**config.mk**
```make
export PLATFORM = sky130hd
export DESIGN_NAME = fsc_seq
export DESIGN_NICKNAME = d
export VERILOG_FILES = /design/src/rtl/fsc_pkg.sv /design/src/rtl/fsc_addr_gen.sv /design/src/rtl/fsc_seq.sv
export SDC_FILE = /design/constraint.sdc
export NUM_CORES = 2
export LEC_CHECK = 0
export ABC_AREA = 1
export BUFFER_PORTS_ARGS = -buffer_cell sky130_fd_sc_hd__buf_2
export CAP_MARGIN = 10
export CORE_AREA = 2 2 464 466
export DETAILED_ROUTE_END_ITERATION = 8
export DIE_AREA = 0 0 466 468
export PLACE_DENSITY = 0.46
export SLEW_MARGIN = 20
export SYNTH_ARGS = -nofsm -noshare
export SYNTH_HDL_FRONTEND = slang
export SYNTH_SLANG_ARGS = --single-unit
```
**constraint.sdc**
```tcl
create_clock -name CLK -period 47.6 [get_ports CLK]
set_input_delay 0 -clock CLK [delete_from_list [all_inputs] [get_ports CLK]]
set_output_delay 0 -clock CLK [all_outputs]
set_load 0.05 [all_outputs]
```
**src/rtl/fsc_pkg.sv**
```systemverilog
// rtl/fsc_pkg.sv - shared widths, state encoding and index mapping helpers for fsc_seq
//
// Purpose: constants for the 256-point radix-4 scratch memory, the sequencer
// state enum, and the bank/digit helpers used by the address generator and FSM.
// Ports: none (package).
package fsc_pkg;
  localparam int FSC_DATA_W = 64;
  localparam int FSC_STAGES = 4;
  localparam int FSC_N      = 4 ** FSC_STAGES;
  localparam int FSC_ADDR_W = 2 * FSC_STAGES - 2;

  typedef enum logic [3:0] {
    ST_IDLE,
    ST_LOAD,
    ST_LD_WR,
    ST_RD,
    ST_CAP,
    ST_WT,
    ST_WR,
    ST_UR,
    ST_UC,
    ST_UO
  } state_t;

  // Sum of the four base-4 digits, wrapped to 2 bits.
  function automatic logic [1:0] bank_of(input logic [7:0] idx);
    return idx[7:6] + idx[5:4] + idx[3:2] + idx[1:0];
  endfunction

  // Insert base-4 digit k at digit position p of the 3-digit index j.
  function automatic logic [7:0] insert_digit(input logic [5:0] j, input logic [1:0] p,
                                              input logic [1:0] k);
    logic [7:0] n;
    case (p)
      2'd0:    n = {j, k};
      2'd1:    n = {j[5:2], k, j[1:0]};
      2'd2:    n = {j[5:4], k, j[3:0]};
      default: n = {k, j};
    endcase
    return n;
  endfunction
endpackage

```
**src/rtl/fsc_addr_gen.sv**
```systemverilog
// rtl/fsc_addr_gen.sv - per-bank addresses and lane rotation for one butterfly
//
// Purpose: for butterfly j of stage s, compute the memory address each bank
// must read/write and the rotation S (digit sum of j) relating banks to
// operand digits: operand k lives in bank (S+k) mod 4.
// Ports:
//   stage        in  2  stage s (operates on digit 3-s)
//   j            in  6  butterfly index within the stage
//   addr0..addr3 out 6  address for bank 0..3
//   rot          out 2  rotation S
module fsc_addr_gen
  import fsc_pkg::*;
(
  input  logic [1:0]            stage,
  input  logic [5:0]            j,
  output logic [FSC_ADDR_W-1:0] addr0,
  output logic [FSC_ADDR_W-1:0] addr1,
  output logic [FSC_ADDR_W-1:0] addr2,
  output logic [FSC_ADDR_W-1:0] addr3,
  output logic [1:0]            rot
);
  logic [1:0]            p;
  logic [7:0]            n;
  logic [FSC_ADDR_W-1:0] a [4];

  always_comb begin
    p   = 2'd3 - stage;
    rot = bank_of({j, 2'b00});
    n   = '0;
    for (int b = 0; b < 4; b++) begin
      // Bank b holds operand k = (b - S) mod 4.
      n    = insert_digit(j, p, 2'(b) - rot);
      a[b] = n[7:2];
    end
  end

  assign addr0 = a[0];
  assign addr1 = a[1];
  assign addr2 = a[2];
  assign addr3 = a[3];
endmodule

```
**src/rtl/fsc_seq.sv**
```systemverilog
// rtl/fsc_seq.sv - load / compute / unload sequencer for the four-bank FFT scratch memory
//
// Purpose: streams 256 samples into a 4-bank memory with conflict-free mapping,
// runs 4 radix-4 stages of 64 butterflies through an external unit, and
// streams the result back out in storage order.
// Ports:
//   CLK, RST                  clock, async active-high reset
//   START, BYPASS             run request (BYPASS skips compute)
//   BUSY, DONE                status, end-of-run pulse
//   IN_VALID/IN_READY/IN_DATA load stream
//   OUT_VALID/OUT_READY/OUT_DATA unload stream
//   MEM_WE, MEM_ADDR0..3, MEM_D0..3, MEM_Q0..3  bank memory interface
//   BF_VALID, BF_OP0..3, BF_STAGE, BF_IDX       butterfly operand issue
//   BF_RVALID, BF_RES0..3                        butterfly result return
module fsc_seq
  import fsc_pkg::*;
#(
  parameter int DATA_W = FSC_DATA_W,
  parameter int STAGES = FSC_STAGES
) (
  input  logic                     CLK,
  input  logic                     RST,
  input  logic                     START,
  input  logic                     BYPASS,
  output logic                     BUSY,
  output logic                     DONE,
  input  logic                     IN_VALID,
  output logic                     IN_READY,
  input  logic [DATA_W-1:0]        IN_DATA,
  output logic                     OUT_VALID,
  input  logic                     OUT_READY,
  output logic [DATA_W-1:0]        OUT_DATA,
  output logic                     MEM_WE,
  output logic [2*STAGES-3:0]      MEM_ADDR0,
  output logic [2*STAGES-3:0]      MEM_ADDR1,
  output logic [2*STAGES-3:0]      MEM_ADDR2,
  output logic [2*STAGES-3:0]      MEM_ADDR3,
  output logic [DATA_W-1:0]        MEM_D0,
  output logic [DATA_W-1:0]        MEM_D1,
  output logic [DATA_W-1:0]        MEM_D2,
  output logic [DATA_W-1:0]        MEM_D3,
  input  logic [DATA_W-1:0]        MEM_Q0,
  input  logic [DATA_W-1:0]        MEM_Q1,
  input  logic [DATA_W-1:0]        MEM_Q2,
  input  logic [DATA_W-1:0]        MEM_Q3,
  output logic                     BF_VALID,
  output logic [DATA_W-1:0]        BF_OP0,
  output logic [DATA_W-1:0]        BF_OP1,
  output logic [DATA_W-1:0]        BF_OP2,
  output logic [DATA_W-1:0]        BF_OP3,
  output logic [1:0]               BF_STAGE,
  output logic [5:0]               BF_IDX,
  input  logic                     BF_RVALID,
  input  logic [DATA_W-1:0]        BF_RES0,
  input  logic [DATA_W-1:0]        BF_RES1,
  input  logic [DATA_W-1:0]        BF_RES2,
  input  logic [DATA_W-1:0]        BF_RES3
);
  localparam int ADDR_W = 2 * STAGES - 2;
  localparam logic [ADDR_W-1:0] M_LAST = ADDR_W'(FSC_N / 4 - 1);

  state_t            state;
  logic              byp;
  logic [1:0]        lc;
  logic [1:0]        uc;
  logic [ADDR_W-1:0] mc;
  logic [7:0]        bc;    // {stage, j} of the next butterfly to issue
  logic [1:0]        rot;   // rotation S of the butterfly in flight

  logic [DATA_W-1:0] lbuf [3];
  logic [DATA_W-1:0] ubuf [4];
  logic [ADDR_W-1:0] mem_addr_r [4];
  logic [DATA_W-1:0] mem_d_r [4];

  logic [DATA_W-1:0] q_arr [4];
  logic [DATA_W-1:0] res_arr [4];
  logic [DATA_W-1:0] lane [4];
  logic [DATA_W-1:0] ld_d [4];
  logic [DATA_W-1:0] wr_d [4];
  logic [DATA_W-1:0] cap_op [4];
  logic [DATA_W-1:0] uc_q [4];
  logic [1:0]        sm;
  logic [ADDR_W-1:0] g_addr [4];
  logic [1:0]        g_rot;

  fsc_addr_gen u_addr_gen (
    .stage (bc[7:6]),
    .j     (bc[5:0]),
    .addr0 (g_addr[0]),
    .addr1 (g_addr[1]),
    .addr2 (g_addr[2]),
    .addr3 (g_addr[3]),
    .rot   (g_rot)
  );

  assign q_arr[0]   = MEM_Q0;
  assign q_arr[1]   = MEM_Q1;
  assign q_arr[2]   = MEM_Q2;
  assign q_arr[3]   = MEM_Q3;
  assign res_arr[0] = BF_RES0;
  assign res_arr[1] = BF_RES1;
  assign res_arr[2] = BF_RES2;
  assign res_arr[3] = BF_RES3;
  // The fourth load sample is routed straight from the input port so the
  // bank write can be launched on the same edge that accepts it.
  assign lane[0]    = lbuf[0];
  assign lane[1]    = lbuf[1];
  assign lane[2]    = lbuf[2];
  assign lane[3]    = IN_DATA;

  always_comb begin
    sm = bank_of({mc, 2'b00});
    for (int i = 0; i < 4; i++) begin
      ld_d[i]   = lane[2'(i) - sm];
      wr_d[i]   = res_arr[2'(i) - rot];
      cap_op[i] = q_arr[rot + 2'(i)];
      uc_q[i]   = q_arr[sm + 2'(i)];
    end
  end

  // Operands are the de-rotated read data, valid only during the CAP strobe.
  assign BF_OP0 = BF_VALID ? cap_op[0] : '0;
  assign BF_OP1 = BF_VALID ? cap_op[1] : '0;
  assign BF_OP2 = BF_VALID ? cap_op[2] : '0;
  assign BF_OP3 = BF_VALID ? cap_op[3] : '0;

  assign MEM_ADDR0 = mem_addr_r[0];
  assign MEM_ADDR1 = mem_addr_r[1];
  assign MEM_ADDR2 = mem_addr_r[2];
  assign MEM_ADDR3 = mem_addr_r[3];
  assign MEM_D0    = mem_d_r[0];
  assign MEM_D1    = mem_d_r[1];
  assign MEM_D2    = mem_d_r[2];
  assign MEM_D3    = mem_d_r[3];

  always_ff @(posedge CLK or posedge RST) begin
    if (RST) begin
      state     <= ST_IDLE;
      byp       <= 1'b0;
      lc        <= '0;
      uc        <= '0;
      mc        <= '0;
      bc        <= '0;
      rot       <= '0;
      BUSY      <= 1'b0;
      DONE      <= 1'b0;
      IN_READY  <= 1'b0;
      OUT_VALID <= 1'b0;
      OUT_DATA  <= '0;
      MEM_WE    <= 1'b0;
      BF_VALID  <= 1'b0;
      BF_STAGE  <= '0;
      BF_IDX    <= '0;
      for (int i = 0; i < 3; i++) lbuf[i] <= '0;
      for (int i = 0; i < 4; i++) begin
        ubuf[i]       <= '0;
        mem_addr_r[i] <= '0;
        mem_d_r[i]    <= '0;
      end
    end else begin
      DONE     <= 1'b0;
      BF_VALID <= 1'b0;
      case (state)
        ST_IDLE: begin
          if (START) begin
            state    <= ST_LOAD;
            byp      <= BYPASS;
            BUSY     <= 1'b1;
            IN_READY <= 1'b1;
            lc       <= '0;
            mc       <= '0;
            bc       <= '0;
          end
        end
        ST_LOAD: begin
          if (IN_VALID && IN_READY) begin
            if (lc == 2'd3) begin
              IN_READY <= 1'b0;
              MEM_WE   <= 1'b1;
              for (int b = 0; b < 4; b++) begin
                mem_addr_r[b] <= mc;
                mem_d_r[b]    <= ld_d[b];
              end
              state <= ST_LD_WR;
            end else begin
              lbuf[lc] <= IN_DATA;
            end
            lc <= lc + 2'd1;
          end
        end
        ST_LD_WR: begin
          MEM_WE <= 1'b0;
          mc     <= mc + 1'b1;
          if (mc != M_LAST) begin
            state    <= ST_LOAD;
            IN_READY <= 1'b1;
          end else if (byp) begin
            state <= ST_UR;
            for (int b = 0; b < 4; b++) mem_addr_r[b] <= '0;
          end else begin
            state    <= ST_RD;
            rot      <= g_rot;
            BF_STAGE <= bc[7:6];
            BF_IDX   <= bc[5:0];
            bc       <= bc + 8'd1;
            for (int b = 0; b < 4; b++) mem_addr_r[b] <= g_addr[b];
          end
        end
        ST_RD: begin
          state    <= ST_CAP;
          BF_VALID <= 1'b1;
        end
        ST_CAP: state <= ST_WT;
        ST_WT: begin
          if (BF_RVALID) begin
            MEM_WE <= 1'b1;
            for (int b = 0; b < 4; b++) mem_d_r[b] <= wr_d[b];
            state <= ST_WR;
          end
        end
        ST_WR: begin
          MEM_WE <= 1'b0;
          if (BF_STAGE == 2'd3 && BF_IDX == 6'd63) begin
            state <= ST_UR;
            for (int b = 0; b < 4; b++) mem_addr_r[b] <= mc;
          end else begin
            state    <= ST_RD;
            rot      <= g_rot;
            BF_STAGE <= bc[7:6];
            BF_IDX   <= bc[5:0];
            bc       <= bc + 8'd1;
            for (int b = 0; b < 4; b++) mem_addr_r[b] <= g_addr[b];
          end
        end
        ST_UR: state <= ST_UC;
        ST_UC: begin
          for (int i = 0; i < 4; i++) ubuf[i] <= uc_q[i];
          OUT_DATA  <= uc_q[0];
          OUT_VALID <= 1'b1;
          uc        <= '0;
          state     <= ST_UO;
        end
        ST_UO: begin
          if (OUT_READY) begin
            if (uc == 2'd3) begin
              OUT_VALID <= 1'b0;
              if (mc == M_LAST) begin
                DONE  <= 1'b1;
                BUSY  <= 1'b0;
                state <= ST_IDLE;
              end else begin
                mc    <= mc + 1'b1;
                state <= ST_UR;
                for (int b = 0; b < 4; b++) mem_addr_r[b] <= mc + 1'b1;
              end
            end else begin
              OUT_DATA <= ubuf[uc + 2'd1];
            end
            uc <= uc + 2'd1;
          end
        end
        default: state <= ST_IDLE;
      endcase
    end
  end
endmodule

```
* Word level (Yosys, flattened, before mapping)
Cells that the tools add are included.
Storage, ports and cells: RAM bits 0, memories 0, bits in latches 0, flip-flop bits (word level) 831, input bits 583, bits in read-only memories 0, output and inout port bits 614
Cells by class: add/subtract/negate cells 27, $mul 0, mux-type cells 137, order comparisons 19, eq/ne operators 30, shifts and indexed selects 0, bitwise logic cells 19, reduce and logical (&&, ||, !) cells 31, div/mod/pow operators 0
Operators with widths (count):
- 64-bit 2-to-1 mux | 41
- 64-bit binary-select mux with 2-bit select | 17
- 256-bit 2-to-1 mux | 3
- 256-bit one-hot mux with 2 select lines | 1
- 192-bit bitwise mux | 1
- 24-bit 2-to-1 mux | 8
- 64-bit demux with 2-bit select | 1
- 64-bit one-hot mux with 2 select lines | 1
- 8-bit one-hot mux with 3 select lines | 5
- 24-bit one-hot mux with 4 select lines | 1
- 3-bit >= comparator (second input constant) | 18
- 2-bit NOT with 3-bit output | 18
- 6-bit 2-to-1 mux | 7
- 4-bit one-hot mux with 10 select lines | 1
- 8-bit 2-to-1 mux | 4
- 2-bit != test (second input constant) | 13
- 4-bit 2-to-1 mux | 6
- 5-bit AND reduction | 4
- 2-bit 2-to-1 mux | 9
- 6-bit one-hot mux with 3 select lines | 1
- 1-bit 2-to-1 mux | 17
- 4-bit by 3-bit == test with 1-bit output (second input constant) | 4
- 2-bit one-hot mux with 2 select lines | 4
- 2-bit subtractor (first input constant) | 7
- other kinds (31) | 71

* Depth between registers and ports, before layout
word-level depth 10, mapped depth 13, depth with buffers taken out 13

* Modules after synthesis
Synthesis repeated with hierarchy kept, for this count alone.
Second synthesis, totals: cell total of the unflattened synthesis 10005, area, all modules 60058.9 sq um
By module, submodules not included:
- fsc_seq | area each 59648.5 sq um, cells an instance 9930, instances 1
- fsc_addr_gen | area each 410.4 sq um, cells an instance 75, instances 1

* Worst setup path after synthesis
OpenSTA, ideal clock, no wires.
path kind register to register, start point register mc[0], end point register OUT_DATA[12], setup time 0.123 ns, cell stages (with the launch flop) 14, period minus slack after synthesis 2.417 ns, slack 45.183 ns, required time 47.477 ns, arrival 2.293 ns, path buffers 5, path through dfrtp_1 > fa_1 > buf_2 > buf_4 > buf_2 > buf_2 > clkbuf_1 > nand2_1 > o21ai_0 > inv_1 > nand2_1 > o21ai_0 > nor2_1 > o21ai_1
Between the ends: longest elaborated chain between the ends 6
RTL lines:
- start: declaration | RTL line fsc_seq.sv:66 | logic [ADDR_W-1:0] mc;
- start signal: assignment | RTL line fsc_seq.sv:193 | mc <= mc + 1'b1;
- start signal: assignment | RTL line fsc_seq.sv:252 | mc <= mc + 1'b1;
- 2-bit adder | RTL line fsc_pkg.sv:27 | return idx[7:6] + idx[5:4] + idx[3:2] + idx[1:0];
- 2-bit NOT with 3-bit output (not written as such) | RTL line fsc_seq.sv:117 | uc_q[i] = q_arr[sm + 2'(i)];
- 64-bit binary-select mux with 2-bit select | RTL line fsc_seq.sv:117
- 64-bit 2-to-1 mux (not written as such) (2 in series) | RTL line fsc_seq.sv:117
- 64-bit one-hot mux with 2 select lines | RTL line fsc_seq.sv:163 | case (state)
- end signal: assignment | RTL line fsc_seq.sv:238 | OUT_DATA <= uc_q[0];
- end signal: assignment | RTL line fsc_seq.sv:257 | OUT_DATA <= ubuf[uc + 2'd1];
- end: declaration | RTL line fsc_seq.sv:32 | output logic [DATA_W-1:0] OUT_DATA,
Every way passes these cells. The select of a mux whose other input is x is not followed. A chain may end at the register's enable or synchronous reset.

* Worst setup path in the final report
start point register mc[2], end point register ubuf[59] (netlist name)
Between the ends: longest elaborated chain between the ends 7
RTL lines:
- 2-bit adder (2 in series) | RTL line fsc_pkg.sv:27
- 2-bit adder | RTL line fsc_seq.sv:117
- 2-bit NOT with 3-bit output (not written as such) | RTL line fsc_seq.sv:117
- 64-bit binary-select mux with 2-bit select | RTL line fsc_seq.sv:117
- 64-bit 2-to-1 mux (not written as such) (2 in series) | RTL line fsc_seq.sv:117
- end signal: indexed assignment | RTL line fsc_seq.sv:156 | ubuf[i] <= '0;
- end: declaration | RTL line fsc_seq.sv:71 | logic [DATA_W-1:0] ubuf [4];
Every way passes these cells. The select of a mux whose other input is x is not followed.

==> results.txt <==
The run finished, with violations left. The final reports fail on max-slew violations. The critical-path maximum fanout is 82. The count of endpoints failing setup in the final report is 0. In the synthesized netlist the dominant register cell turns out to be dfrtp_1. Total power for the finished layout comes to 5.40 mW.

The non-filler instance count after layout came out at 14200. The wire length reported by the detailed router came out at 331 mm. The synthesis warning total is 0. The end of the worst register-to-register path is ubuf[59]. Setup slack on the critical path of the routed design comes to 41.69 ns. The worst slew slack as a fraction of its limit is -4.63%. The overall die height came out at 468 um. The worst hold path cell count is 7. The initial antenna violation count is 80. The share of async-settable or async-resettable flops after synthesis is 100%. The HPWL after detailed placement came out at 233 mm. The horizontal die dimension came out at 466 um.

At the worst endpoint, the required time is 48.29 ns. The final number of hold-violating endpoints is 0. The finished cells cover 0.0802 mm^2. The effective utilization at floorplan is 27.5%. The clock buffer count from CTS is 110. Across the run, the number of max-cap violations was 0. The final critical-path share of the clock period came out at 12.4%. Clock skew on the completed layout was measured at 0.0368 ns.

The net total in the final layout came out at 11800. The number of violations reported at the end of detailed-routing iteration 0 came out at 6452. The maximum number of pins on one net before global-route repair came out at 224. In this run the deepest clock path goes through 3 buffers. The final routed wire length divided by cell count is 23.3 um.

In this run the standard cell core region covers 0.213 mm^2. The worst hold slack came out at 0.0710 ns. In this run, placement finished with an instance count of 12900. The final critical delay including setup and external delays came out at 5.91 ns. The netlist area before placement came out at 0.0586 mm^2. Clock latency on the worst-skew pair, taken at its later pin, is 0.76 ns. dfrtp_1 takes more of the synthesized area than any other cell. The global placer's final weighted congestion is 0.973.

Fill cells in the final layout number 23100. The overall global routing resource usage is 29.1%. The number of I/O port buffers is 1196. The max-slew violation count is 48. The area share of the largest cell type after synthesis is 35.2%.

The H-tree level count came out at 3. The die area is 0.218 mm^2. The layout overhead on the synthesized area is 36.9%. The CTS clock-pin slew for the worst setup and hold paths is 0.07 ns. The post-detailed-route via-to-cell ratio is 5.11. The path with the worst hold slack has its endpoint at ubuf[227]. Sorting the synthesized cells by area gives the leading types as dfrtp_1, o21ai_0, nand2_1. Setup repair after global routing left no endpoint under its margin. The total negative setup slack is 0 ns. The number of global-route vias before repair came out at 67200. The kind of critical path is flop to flop. The power per unit of standard cell area came out at 67.4 mW/mm^2. The remaining global-route overflow is 0. The flip-flop and latch count after synthesis came out at 825. The number of placement rows came out at 170.

The distinct cell type count after synthesis came out at 38. STA classifies the critical path startpoint as a flop. The first global-routing pass estimated 471 mm of wire. The endpoint arrival time on the critical path came out at 6.60 ns. The first detailed-routing pass took 6 iterations. The worst flop-to-flop path startpoint is mc[2]. Counting cells, the worst reg-to-reg path comes to 9. Once placement finished, the instance area stood at 0.0659 mm^2. The number of sinks driven by the clock tree is 825.

The sort of element at the end of the critical path is a flop. The number of vias after detailed routing came out at 72600. The I/O pin total is 1197.

The post-synthesis average cell area is 6.11 um^2. The slew at the pin closest to its max-slew limit came out at 1.57 ns. The number of instances in the synthesized netlist is 9590. Prior to clock tree synthesis, the placed netlist has a worst setup slack of 42.24 ns. The sequential share of the synthesized area came out at 35.2%. Cells fill 37.6% of the core in the end. Setup slack on the worst reg-to-reg path comes out at 41.69 ns.

The share of layout cells above drive strength 1 came out at 13.3%. The count of antenna-violating nets left after detailed routing came out at 0. TritonCTS built the clock tree.

The clock root buffer is clkbuf_16. Synthesis produced a netlist with a net count of 10200. The largest voltage drop on the vdd net is 0.0000505 V. The startpoint identified for the worst hold timing path is MEM_Q1[35].

The analysis attributes to cell leakage a power of 38.3 nW. In this run the worst hold path is classified as primary input to flop. The number of enable-type register cells in the synthesized netlist is 0. The highest attainable clock frequency came out at 0.169 GHz. The residual DRC count came out at 0.
-- where the power goes --
group          internal, mW  switching, mW
Clock                 0.518          0.363
Sequential             1.03          0.252
Combinational         0.881           2.36
Total                  2.43           2.98
-- worst max-delay path by stage --
stage          startpoint   endpoint  slack, ns  cells past startpoint
5_1_grt             mc[2]  ubuf[133]      41.35                      9
3_3_place_gp        mc[2]  ubuf[171]      42.28                      8
3_5_place_dp        mc[2]  ubuf[182]      42.24                      8
6_report            mc[2]   ubuf[59]      41.69                      9
4_1_cts             mc[2]   ubuf[47]      41.71                      9
2_1_floorplan         RST  BF_IDX[0]      24.43                      1
-- cell usage after synthesis, types with 2 or more instances --
library cell	number
xnor2_1	3
buf_1	52
o21bai_1	31
buf_2	205
a211oi_1	3
fa_1	2
nor3_1	6
o22ai_1	70
nor2_1	1123
o211ai_1	4
xor2_1	7
inv_1	605
a31oi_1	33
nand4_1	2
clkinv_1	2
ha_1	7
dfrtp_1	825
o21ai_1	62
nand3_1	614
clkbuf_1	519
o21a_1	11
o21ai_0	2285
buf_4	9
a21oi_1	290
or2_2	4
nor2_2	6
nand2_1	2794
inv_2	5
nand2_2	2
-- cells in the final DEF, fill, tap and decap left out, types with 6 or more instances in the layout --
cell | Yosys | layout
nor2_1 | 1123 | 1123
ha_1 | 7 | 7
diode_2 | 0 | 39
clkbuf_8 | 0 | 33
a21oi_1 | 290 | 290
nor3_1 | 6 | 6
o22ai_1 | 70 | 70
inv_8 | 0 | 6
buf_2 | 205 | 1196
nand3_1 | 614 | 609
o21bai_1 | 31 | 31
bufinv_16 | 0 | 7
a31oi_1 | 33 | 33
buf_4 | 9 | 74
clkbuf_16 | 0 | 112
o21ai_0 | 2285 | 2285
nand2_1 | 2794 | 2791
xor2_1 | 7 | 7
dfrtp_1 | 825 | 821
inv_1 | 605 | 598
dlygate4sd3_1 | 0 | 1050
o21ai_1 | 62 | 62
clkbuf_1 | 519 | 19
clkinv_2 | 0 | 19
buf_12 | 0 | 11
o21a_1 | 11 | 10
-- cell type report --
cell class	count	area, um^2	area share, %
multi-input cells	7367	32500	40.5
flip-flops and latches	825	20700	25.8
repair buffers	2333	17300	21.6
well taps	2838	3550	4.43
clock buffers	164	3330	4.15
inverters	612	2350	2.93
clock inverters	35	400	0.499
diodes	39	97.6	0.122
-- routing by layer --
| layer | wire length [um] | up-vias | track usage, % | share of wire (%) |
|---|---|---|---|---|
| met5 | 325 | - | 0 | 0.098 |
| met3 | 29300 | 562 | 7.42 | 8.9 |
| met1 | 139000 | 34500 | 37.2 | 42 |
| li1 | - | 34500 | - | - |
| met4 | 18300 | 54 | 14.5 | 5.5 |
| met2 | 145000 | 3005 | 45.5 | 44 |
-- state kept, by name, summed over array words and instances (netlist names), 2 cells and up --
register / cells
mc: 6
BF_IDX: 6
MEM_D1: 64
MEM_ADDR1: 6
bc: 8
MEM_ADDR3: 3
BF_STAGE: 2
MEM_ADDR2: 3
rot: 2
ubuf: 256
lane: 192
lc: 2
MEM_D0: 64
MEM_D3: 64
MEM_D2: 64
state: 4
uc: 2
OUT_DATA: 64
MEM_ADDR0: 6
-- worst max-delay path: stages, from the launching register on --
cell           delay, ns
dfrtp_1             0.47
fa_4                1.05
nand3_4             0.21
buf_4               0.63
nand2_4             0.72
inv_4               0.88
buf_4               0.83
nor2_1              0.11
o22ai_1             0.16
dlygate4sd3_1       0.57
-- repair_timing --
item,in CTS,in global routing
hold buffers,1050,0
setup buffers,0,0
endpoints found under the hold margin,855,0
gates resized for setup,0,0
-- kinds of logic after synthesis --
kind of cell    count (synthesis)  share of synthesized area (%)
fa+ha+maj                       9                          0.218
xor+xnor                       10                          0.150
simple gates                 4554                           30.6
buf+inv                      1398                           9.47
compound gates               2793                           24.3
flops                         825                           35.2
mux                             1                         0.0192
No activity file was read; power rests on OpenSTA's default activity.
